## config.mk

```make
export PLATFORM = sky130hd
export DESIGN_NAME = keccak_padder_bramd_flat
export DESIGN_NICKNAME = d
export VERILOG_FILES = /design/src/rtl/keccak_pkg.sv /design/src/rtl/keccak_padder_bramd_if.sv /design/src/rtl/keccak_padder_bramd_last_word.sv /design/src/rtl/keccak_padder_bramd.sv /design/src/flat_wrapper.sv
export SDC_FILE = /design/constraint.sdc
export NUM_CORES = 1
export LEC_CHECK = 0
export BUFFER_PORTS_ARGS = -buffer_cell sky130_fd_sc_hd__clkbuf_2
export CORE_AREA = 2 2 252 254
export CTS_BUF_LIST = sky130_fd_sc_hd__clkbuf_16
export DETAILED_ROUTE_END_ITERATION = 16
export DIE_AREA = 0 0 254 256
export PLACE_DENSITY = 0.64
export SYNTH_ARGS = -nofsm -noshare
export SYNTH_HDL_FRONTEND = slang
export SYNTH_SLANG_ARGS = --single-unit
```

## constraint.sdc

```tcl
create_clock -name clk -period 2.1 [get_ports clk]
set_input_delay 0.42 -clock clk [delete_from_list [all_inputs] [get_ports clk]]
set_output_delay 0.42 -clock clk [all_outputs]
set_load 0.005 [all_outputs]
```

## src/rtl/keccak_pkg.sv

```systemverilog
// Shared constants and state encoding for the Keccak front-end blocks.
package keccak_pkg;

  localparam int R_SHA3_256 = 1088;
  localparam int R_SHA3_512 = 576;
  localparam int R_SHAKE128 = 1344;
  localparam int R_SHAKE256 = 1088;

  localparam logic [7:0] DSEP_SHA3  = 8'h06;
  localparam logic [7:0] DSEP_SHAKE = 8'h1F;

  typedef enum logic {
    FILL = 1'b0,
    FULL = 1'b1
  } padder_state_t;

endpackage

```

## src/rtl/keccak_padder_bramd_if.sv

```systemverilog
// Word-source and block-sink signals of the padder; slave is the padder side.
interface keccak_padder_bramd_if
  import keccak_pkg::*;
#(
  parameter int R = R_SHA3_512
);
  logic [63:0]  in;
  logic [2:0]   byte_num;
  logic         in_valid;
  logic         is_last;
  logic         buffer_full;
  logic [R-1:0] out;
  logic         out_ready;
  logic         f_ack;

  modport master (
    output in, byte_num, in_valid, is_last, f_ack,
    input  buffer_full, out, out_ready
  );

  modport slave (
    input  in, byte_num, in_valid, is_last, f_ack,
    output buffer_full, out, out_ready
  );
endinterface

```

## src/rtl/keccak_padder_bramd_last_word.sv

```systemverilog
// Pads the final message word: keeps bytes below byte_num, inserts the domain byte, zeros the rest.
module padder_last_word
  import keccak_pkg::*;
#(
  parameter logic [7:0] DSEP = DSEP_SHA3
) (
  input  logic [63:0] in,
  input  logic [2:0]  byte_num,
  output logic [63:0] padded
);

  for (genvar gi = 0; gi < 8; gi++) begin : g_byte
    localparam logic [2:0] BYTE_IDX = 3'(gi);
    assign padded[63-8*gi -: 8] = (BYTE_IDX < byte_num)  ? in[63-8*gi -: 8] :
                                  (BYTE_IDX == byte_num) ? DSEP : 8'h00;
  end

endmodule

```

## src/rtl/keccak_padder_bramd.sv

```systemverilog
// Collects 64-bit message words into one rate block, pads the block holding the last word,
// and holds it for the permutation core until f_ack.
module keccak_padder_bramd
  import keccak_pkg::*;
#(
  parameter int         R    = R_SHA3_512,
  parameter logic [7:0] DSEP = DSEP_SHA3
) (
  input logic                   clk,
  input logic                   reset_n,
  keccak_padder_bramd_if.slave  bus
);

  localparam int W  = R / 64;
  localparam int CW = $clog2(W);

  padder_state_t state_reg;
  logic [CW-1:0] cnt_reg;
  logic          out_ready_reg;
  logic [R-1:0]  out_reg;
  logic [R-1:0]  out_next;
  logic [63:0]   last_word;

  padder_last_word #(.DSEP(DSEP)) u_last_word (
    .in       (bus.in),
    .byte_num (bus.byte_num),
    .padded   (last_word)
  );

  // Each slot decides its own next value; slots past the last word are zeroed so the
  // block is fully padded in the same cycle the last word lands.
  for (genvar gi = 0; gi < W; gi++) begin : g_slot
    localparam logic [CW-1:0] SLOT = CW'(gi);
    logic [63:0] slot_cur;
    logic [63:0] slot_next;

    assign slot_cur = out_reg[R-1-64*gi -: 64];

    always_comb begin
      slot_next = slot_cur;
      if (state_reg == FULL) begin
        if (bus.f_ack) slot_next = '0;
      end else if (bus.in_valid) begin
        if (!bus.is_last) begin
          if (SLOT == cnt_reg) slot_next = bus.in;
        end else begin
          if (SLOT == cnt_reg)     slot_next = last_word;
          else if (SLOT > cnt_reg) slot_next = '0;
          if (gi == W - 1) slot_next[7:0] = slot_next[7:0] | 8'h80;
        end
      end
    end

    assign out_next[R-1-64*gi -: 64] = slot_next;
  end

  always_ff @(posedge clk) begin
    if (!reset_n) begin
      state_reg     <= FILL;
      cnt_reg       <= '0;
      out_ready_reg <= 1'b0;
      out_reg       <= '0;
    end else begin
      out_reg <= out_next;
      case (state_reg)
        FILL: begin
          if (bus.in_valid) begin
            if (bus.is_last || cnt_reg == CW'(W - 1)) begin
              cnt_reg       <= '0;
              state_reg     <= FULL;
              out_ready_reg <= 1'b1;
            end else begin
              cnt_reg <= cnt_reg + CW'(1);
            end
          end
        end
        FULL: begin
          if (bus.f_ack) begin
            state_reg     <= FILL;
            out_ready_reg <= 1'b0;
          end
        end
        default: state_reg <= FILL;
      endcase
    end
  end

  assign bus.buffer_full = (state_reg != FILL);
  assign bus.out         = out_reg;
  assign bus.out_ready   = out_ready_reg;

endmodule
```

## src/flat_wrapper.sv

```systemverilog
// flat-port wrapper written by rule: the top's interface ports become plain ports
module keccak_padder_bramd_flat import keccak_pkg::*;
#(
  parameter int         R    = R_SHA3_512,
  parameter logic [7:0] DSEP = DSEP_SHA3
)
  (clk, reset_n, bus_in, bus_byte_num, bus_in_valid, bus_is_last, bus_f_ack, bus_buffer_full, bus_out, bus_out_ready);
  keccak_padder_bramd_if #(.R(R)) bus_i ();
  input logic clk;
  input logic reset_n;
  input wire logic [$bits(bus_i.in)-1:0] bus_in;
  input wire logic [$bits(bus_i.byte_num)-1:0] bus_byte_num;
  input wire logic [$bits(bus_i.in_valid)-1:0] bus_in_valid;
  input wire logic [$bits(bus_i.is_last)-1:0] bus_is_last;
  input wire logic [$bits(bus_i.f_ack)-1:0] bus_f_ack;
  output wire logic [$bits(bus_i.buffer_full)-1:0] bus_buffer_full;
  output wire logic [$bits(bus_i.out)-1:0] bus_out;
  output wire logic [$bits(bus_i.out_ready)-1:0] bus_out_ready;
  assign bus_i.in = bus_in;
  assign bus_i.byte_num = bus_byte_num;
  assign bus_i.in_valid = bus_in_valid;
  assign bus_i.is_last = bus_is_last;
  assign bus_i.f_ack = bus_f_ack;
  assign bus_buffer_full = bus_i.buffer_full;
  assign bus_out = bus_i.out;
  assign bus_out_ready = bus_i.out_ready;
  keccak_padder_bramd #(.R(R), .DSEP(DSEP)) u_core (.clk(clk), .reset_n(reset_n), .bus(bus_i));
endmodule
```

==> impl_metrics.csv, run 1 <==
group,metric,value,unit
logic_synthesis,synth_edf_count,0,
worst_setup_path,r2r_cells,10,
clock_network,clock_tree.buffer_depth,3,
route,drt_pre_antenna_iters,5,
worst_setup_path,crit_family,"buffers and inverters",
run_status,outcome,"finished clean",
logic_synthesis,postSynthRegisterBits,582,
worst_setup_path,critPathMostFrequentCell,"buf_6",
clock_network,cts_tree,"done",
worst_setup_path,timing.setup.critical_path_class,"reg2reg",
global_route,antenna_violations_before_repair,2,
timing,max_clock_freq,497,MHz
layout,finish.net_count,3263,
route,dr_total_vias,22600,
logic_synthesis,synth_sequential_area_ratio,50.9,%
timing,timing.final.max_slew_violations,0,
timing,final-hold-violation-count,0,
clock_network,post_cts_hold_buffer_count,0,
place,portBuffers,649,
power,total_power,26.6,mW
global_route,grt_start_max_net_pins,106,
route,antenna_violating_nets_remaining,0,
worst_setup_path,crit_path_max_incr_delay,0.35,ns
route,routed_wire_length,102000,um
logic_synthesis,ys_dominant_reg_cell,"dfxtp_1",
worst_setup_path,regToRegSetupSlack,0.09,ns
timing,timing.setup.tns,0,ns
clock_network,cts_sinks,582,
layout,final_layout_size_suffix_gt1_share,31.4,%
floorplan,floorplan.io_pins,650,
clock_network,clkTransAtPathRegs,0.06,ns
global_route,grt_pass1_wl,144000,um
floorplan,dieWidth,254,um
timing,final-setup-viol-count,0,
timing,max_slew_margin,49.3,%
floorplan,core.rowCount,92,
place,dp_worst_setup_slack,-0.148,ns
route,detail_route.vias_per_cell,5.53,
worst_setup_path,worst_r2r_startpoint,"u_core.cnt_reg[1]$_SDFFE_PN0P_",
place,hpwlAfterDp,72100,um
worst_hold_path,timing.hold.worst_path_depth,3,
route,drt_iter0_drc,2258,
floorplan,core_area,62400,sq um
logic_synthesis,syn_nets,2601,
worst_setup_path,worst-path-stages,10,
timing,post-route-period-util,95.8,%
worst_setup_path,endpoint_kind,"flop",
clock_network,cts_inserted_buffers,66,
route,post-route-drc-count,0,
timing,min_period,2.01,ns
worst_setup_path,required,2.61,ns
worst_hold_path,hp-start,"bus_in[23]",
floorplan,die-area,65000,sq um
timing,grt_setup_unrepaired,"yes",
place,number_of_instances_in_the_placed_design,3952,
layout,area_growth_syn_to_layout,35.2,%
global_route,grt-ovfl-total,0,
worst_setup_path,cp.buffers_inverters,5,
worst_setup_path,worst_r2r_endpoint,"u_core.bus.out[313]$_SDFFE_PN0P_",
worst_hold_path,holdCritPathClass,"in2reg",
global_route,globalRouteTotalUtil,29.5,%
route,drt-wirelength-per-cell,24.9,um
power,ir_worst_vdd,0.000534,V
timing,setup_ws,0.0892,ns
clock_network,root_buffer_selected_by_cts,"clkbuf_16",
worst_setup_path,startpoint_type_of_the_worst_setup_path,"flop",
logic_synthesis,postSynthCellCount,2524,
logic_synthesis,synth.cell_area,22900,sq um
layout,stdcell_count,4080,
power,power_density,860,nW/um^2
worst_setup_path,critical_path.slowest_cell,"dfxtp_2",
logic_synthesis,async_flop_share,0,%
clock_network,h-tree-depth,3,
place,gpl.final_weighted_congestion,0.899,
floorplan,die_h,256,um
worst_hold_path,hold-path-endpoint,"u_core.bus.out[215]$_SDFFE_PN0P_",
worst_setup_path,cp_max_fo,19,
layout,n_fill_cell,6008,
timing,skew,0.0231,ns
global_route,first_global_vias,20800,
floorplan,initial_utilization,36.7,%
clock_network,insertion_delay,0.60,ns
timing,timing_worst_slew_pin_value,0.758,ns
logic_synthesis,ys.warnings.count,0,
timing,final.hold.worst_slack,0.0923,ns
logic_synthesis,postSynthAreaPerCell,9.08,sq um
power,power.leakage,12.7,nW
logic_synthesis,netlist-cell-type-count,69,
layout,largest_register_ff_count,576,
worst_setup_path,worstPathArrival,2.52,ns
worst_setup_path,timing.critical_path.cells,"buf_6 -> inv_1 -> ha_2 -> mux2_2 -> o211ai_4 -> buf_6 -> buf_6 -> buf_12 -> nand3_1 -> o31ai_1",
run,cap_viol_max_count,0,
[routing by layer]
metal  global-route usage (%)  wire [um]  vias to the layer above  part of all wire, %
met4                     11.3       3600                        0                  3.5
met2                     47.2      47100                     1134                   46
met3                     6.95       9470                      179                  9.3
met1                     38.3      41600                    10900                   41
li1                         -          -                    10400                    -
met5                        0          0                        -                    0
[power by group]
| group | internal, mW | leakage, nW | switching, mW |
|---|---|---|---|
| Sequential | 11.4 | 4.72 | 0.233 |
| Clock | 6.14 | 1.03 | 4.80 |
| Combinational | 1.46 | 6.93 | 2.55 |
| Total | 19.0 | 12.7 | 7.59 |
[per-stage QoR]
stage	utilization (%)	instance area, sq um
global route	49.6	31000
global placement	46.0	28700
finish	49.6	31000
floorplan	-	22900
detailed placement	46.0	28700
CTS	49.2	30700
[cells by family after synthesis]
kind of cell | share of synthesized area, %
buffers and inverters | 5.34
XOR/XNOR | 0.115
AO/OA/AOI/OAI | 22.1
AND/OR/NAND/NOR | 20.8
multiplexers | 0.508
adder cells (fa/ha/maj) | 0.273
flip-flops | 50.9
[tightest hold or removal path: stages]
cell and delay, ns:
clkbuf_2 0.10, nand2_1 0.06, o31ai_1 0.06
[area by class of cell]
| class | instances | area [sq um] | area share, % |
|---|---|---|---|
| timing repair buffer | 857 | 5920 | 19.1 |
| multi-input combinational | 1662 | 10300 | 33.1 |
| antenna | 1 | 2.50 | 0.00808 |
| tap | 846 | 1060 | 3.42 |
| inverter | 17 | 63.8 | 0.206 |
| clock inverter | 47 | 310 | 1.00 |
| clock buffer | 68 | 1700 | 5.49 |
| sequential | 582 | 11700 | 37.6 |
[cells in the final DEF, fill, tap and decap left out, types with 33 or more instances in the layout]
master | Yosys | final
o31ai_1 | 151 | 151
nand2_1 | 328 | 322
a21boi_0 | 224 | 221
a22oi_1 | 46 | 46
nand3_1 | 381 | 380
dfxtp_1 | 582 | 579
clkbuf_2 | 0 | 648
buf_4 | 5 | 118
buf_12 | 0 | 79
clkbuf_16 | 0 | 73
nor2b_1 | 95 | 94
a32oi_1 | 33 | 33
o21ai_0 | 76 | 76
[how the worst max path moves through the flow]
stage	from	endpoint
floorplan	u_core.cnt_reg[0]$_SDFFE_PN0P_	u_core.bus.out[409]$_SDFFE_PN0P_
global placement	bus_is_last	u_core.bus.out[242]$_SDFFE_PN0P_
detailed placement	bus_is_last	u_core.bus.out[241]$_SDFFE_PN0P_
CTS	u_core.cnt_reg[1]$_SDFFE_PN0P_	u_core.bus.out[291]$_SDFFE_PN0P_
global route	u_core.cnt_reg[0]$_SDFFE_PN0P_	u_core.bus.out[179]$_SDFFE_PN0P_
finish	u_core.cnt_reg[1]$_SDFFE_PN0P_	u_core.bus.out[313]$_SDFFE_PN0P_
[synth_stat cells, types with 6 or more instances]
library cell  number  area share (%)
nor3b_1           15            0.49
nor2b_1           95             2.6
o2bb2ai_1          6            0.23
a22o_1             8            0.31
buf_2             86             1.9
o211ai_1          24            0.79
o21ai_0           76             1.7
dfxtp_1          582              51
and2_1            19            0.52
nand2_1          328             5.4
nand4_1           31            0.85
o21a_1            10            0.33
a21boi_1          28            0.92
a32o_1            12            0.52
a21oi_1           12            0.26
inv_1             17            0.28
buf_1             16            0.26
mux2i_1            9            0.39
a21boi_0         224             7.3
nand3_1          381             8.3
nor2_1            29            0.48
a22oi_1           46             1.5
o31ai_2           10            0.55
nand2b_1          15            0.41
clkbuf_1         150             2.5
or2_2              6            0.16
a32oi_1           33             1.3
and3_1            15            0.41
buf_6              6            0.29
o31ai_1          151             4.9
[what timing repair did]
item | CTS | global route
setup endpoints to repair | 0 | 118
setup buffers | 0 | 6
hold endpoints to repair | 0 | 0
gates resized for setup | 0 | 16
(Power assumes the default switching activity.)
==> run 2, diff against run 1 <==
ABC_AREA = 0   (was not set)
CORE_AREA = 2 2 254 256   (was 2 2 252 254)
DIE_AREA = 0 0 256 258   (was 0 0 254 256)
PLACE_DENSITY = 0.61   (was 0.64)
RECOVER_POWER = 50   (was not set)
clock period = 2 ns   (was 2.1 ns; I/O delays follow)
==> run 2 against run 1 <==
Clock skew increased by 0.0025 ns. Count of clock-buffer cells in the layout decreased by 1. Utilization decreased by 0.51 points. Worst hold slack got worse by 0.017 ns. Register-to-register slack got worse by 0.07 ns. Cell area increased by 0.97%.
==> impl_metrics.csv, run 2 (synthesis results as in run 1) <==
group,metric,value,unit
floorplan,die-area,66000,sq um
timing,post-route-period-util,99.1,%
worst_setup_path,timing.setup.critical_path_class,"reg2reg",
route,routed_wire_length,106000,um
layout,final_layout_size_suffix_gt1_share,20.4,%
worst_hold_path,timing.hold.worst_path_depth,3,
place,number_of_instances_in_the_placed_design,3983,
worst_setup_path,cp_max_fo,7,
global_route,grt_start_max_net_pins,98,
power,int_power,20.7,mW
layout,stdcell_count,4137,
global_route,antenna_violations_before_repair,5,
power,comb_power_share,15.4,%
timing,timing_worst_slew_pin_value,0.933,ns
clock_network,root_buffer_selected_by_cts,"clkbuf_16",
power,sequentialPowerShare,42.6,%
route,antenna_violating_nets_remaining,0,
timing,final-setup-viol-count,0,
place,gpl.final_weighted_congestion,0.883,
power,clockPowerShare,42.0,%
run,cap_viol_max_count,0,
route,drt_iter0_drc,2524,
timing,max_clock_freq,504,MHz
layout,n_fill_cell,6177,
timing,min_period,1.98,ns
power,swShare,28.3,%
global_route,first_global_vias,21700,
power,power.net_switching,8.15,mW
worst_setup_path,r2r_cells,8,
clock_network,cts_inserted_buffers,66,
clock_network,clkTransAtPathRegs,0.07,ns
place,portBuffers,649,
worst_hold_path,holdCritPathClass,"in2reg",
clock_network,cts_sinks,582,
layout,mostFrequentLayoutCell,"dfxtp_1",
worst_hold_path,hp-start,"bus_in[23]",
worst_setup_path,worstPathArrival,2.51,ns
layout,area_growth_syn_to_layout,36.5,%
timing,skew,0.0257,ns
floorplan,core_area,63600,sq um
worst_setup_path,worst_r2r_startpoint,"u_core.cnt_reg[0]$_SDFFE_PN0P_",
worst_hold_path,hold-path-endpoint,"u_core.bus.out[215]$_SDFFE_PN0P_",
global_route,grt-ovfl-total,0,
timing,max_slew_margin,37.5,%
route,detail_route.vias_per_cell,5.61,
timing,timing.final.max_slew_violations,0,
clock_network,clock_tree.buffer_depth,3,
floorplan,initial_utilization,36.0,%
floorplan,core.rowCount,93,
floorplan,floorplan.io_pins,650,
worst_setup_path,required,2.53,ns
route,post-route-drc-count,0,
power,ir_worst_vdd,0.000514,V
place,hpwlAfterDp,73300,um
worst_setup_path,worst_r2r_endpoint,"u_core.bus.out[185]$_SDFFE_PN0P_",
floorplan,die_h,258,um
global_route,grt_pass1_wl,146000,um
floorplan,dieWidth,256,um
layout,post-route-util,49.1,%
layout,commonest_non_fill_non_tap_cells_in_the_layout,"dfxtp_1, clkbuf_1, nand3_1",
power,power.leakage,11.6,nW
timing,final-hold-violation-count,0,
run_status,outcome,"finished clean",
worst_setup_path,regToRegSetupSlack,0.02,ns
worst_setup_path,startpoint_type_of_the_worst_setup_path,"flop",
layout,largest_register_ff_count,576,
clock_network,cts_tree,"done",
timing,grt_setup_unrepaired,"yes",
route,drt-wirelength-per-cell,25.5,um
worst_setup_path,endpoint_kind,"flop",
clock_network,insertion_delay,0.61,ns
clock_network,h-tree-depth,3,
layout,antennaDiodeCount,0,
route,drt_pre_antenna_iters,6,
route,dr_total_vias,23200,
global_route,globalRouteTotalUtil,29.3,%
layout,finish.net_count,3308,
power,power_density,922,nW/um^2
-- run 2: changes by cell type in the layout (fill, tap and decap cells not counted), sizes merged --
cell / before / now
buf: 204 / 245
bufinv: 2 / 7
clkbuf: 721 / 724
diode: 1 / 0
clkinv: 27 / 24
inv: 32 / 35
-- run 2: metal layers --
layer  routed length (um)  vias up  track usage [%]
li1                     -    10400                -
met1                41600    11200             35.7
met2                48800     1293             47.3
met3                 9610      263             8.03
met4                 5650        4             15.6
met5                   27        -                0
-- run 2: area by class of cell --
cell class              count  area [sq um]  share of cell area [%]
flip-flops and latches    582         11700                    37.3
well taps                 855          1070                    3.42
repair buffers            902          5900                    18.9
clock buffers              67          1680                    5.36
inverters                  17          73.8                   0.236
multi-input cells        1662         10400                    33.4
clock inverters            52           452                    1.44
-- run 2: worst max-delay path, cell delays in order (launching register included) --
cell and delay [ns]:
dfxtp_2 0.34, buf_4 0.14, ha_2 0.19, a21boi_2 0.15
o211ai_1 0.12, buf_4 0.17, clkbuf_16 0.17, or4_1 0.47
a21boi_1 0.16
-- run 2: repair_timing --
action,in CTS,in global routing
buffers inserted,6,12
gates cloned,2,15
hold buffers,0,0
gates resized for setup,26,72
endpoints found under the setup margin,184,276
pin swaps,4,17
-- run 2: power groups by stage --
stage / clock [mW] / sequential (mW) / combinational (mW)
2_1_floorplan: 0 / 12.5 / 1.78
3_3_place_gp: 0 / 12.5 / 3.99
3_5_place_dp: 0 / 12.5 / 4.04
4_1_cts: 12.3 / 12.3 / 4.13
5_1_grt: 12.7 / 12.3 / 4.64
6_report: 12.1 / 12.3 / 4.43
-- run 2: worst max-delay path by stage --
stage	startpoint	end	slack, ns
final	u_core.cnt_reg[0]$_SDFFE_PN0P_	u_core.bus.out[185]$_SDFFE_PN0P_	0.02
after detailed placement	bus_is_last	u_core.bus.out[226]$_SDFFE_PN0P_	-0.25
after global routing	u_core.cnt_reg[0]$_SDFFE_PN0P_	u_core.bus.out[185]$_SDFFE_PN0P_	-0.07
after floorplan	u_core.cnt_reg[0]$_SDFFE_PN0P_	u_core.bus.out[409]$_SDFFE_PN0P_	0.02
after CTS	u_core.cnt_reg[2]$_SDFFE_PN0P_	u_core.bus.out[566]$_SDFFE_PN0P_	-0.002
after global placement	bus_is_last	u_core.bus.out[418]$_SDFFE_PN0P_	-0.22
-- run 2: through the flow --
step	total power [mW]	setup slack (ns)	setup TNS [ns]	hold WS (ns)	area (sq um)
finish	28.8	0.0172	0	0.0750	31300
global route	29.7	-0.0672	-0.589	0.0761	31300
CTS	28.7	-0.00215	-0.00215	0.0347	31200
detailed placement	16.5	-0.254	-11.47	0.445	28800
global placement	16.5	-0.223	-6.17	0.438	28800
floorplan	14.3	0.0154	0	0.447	22900
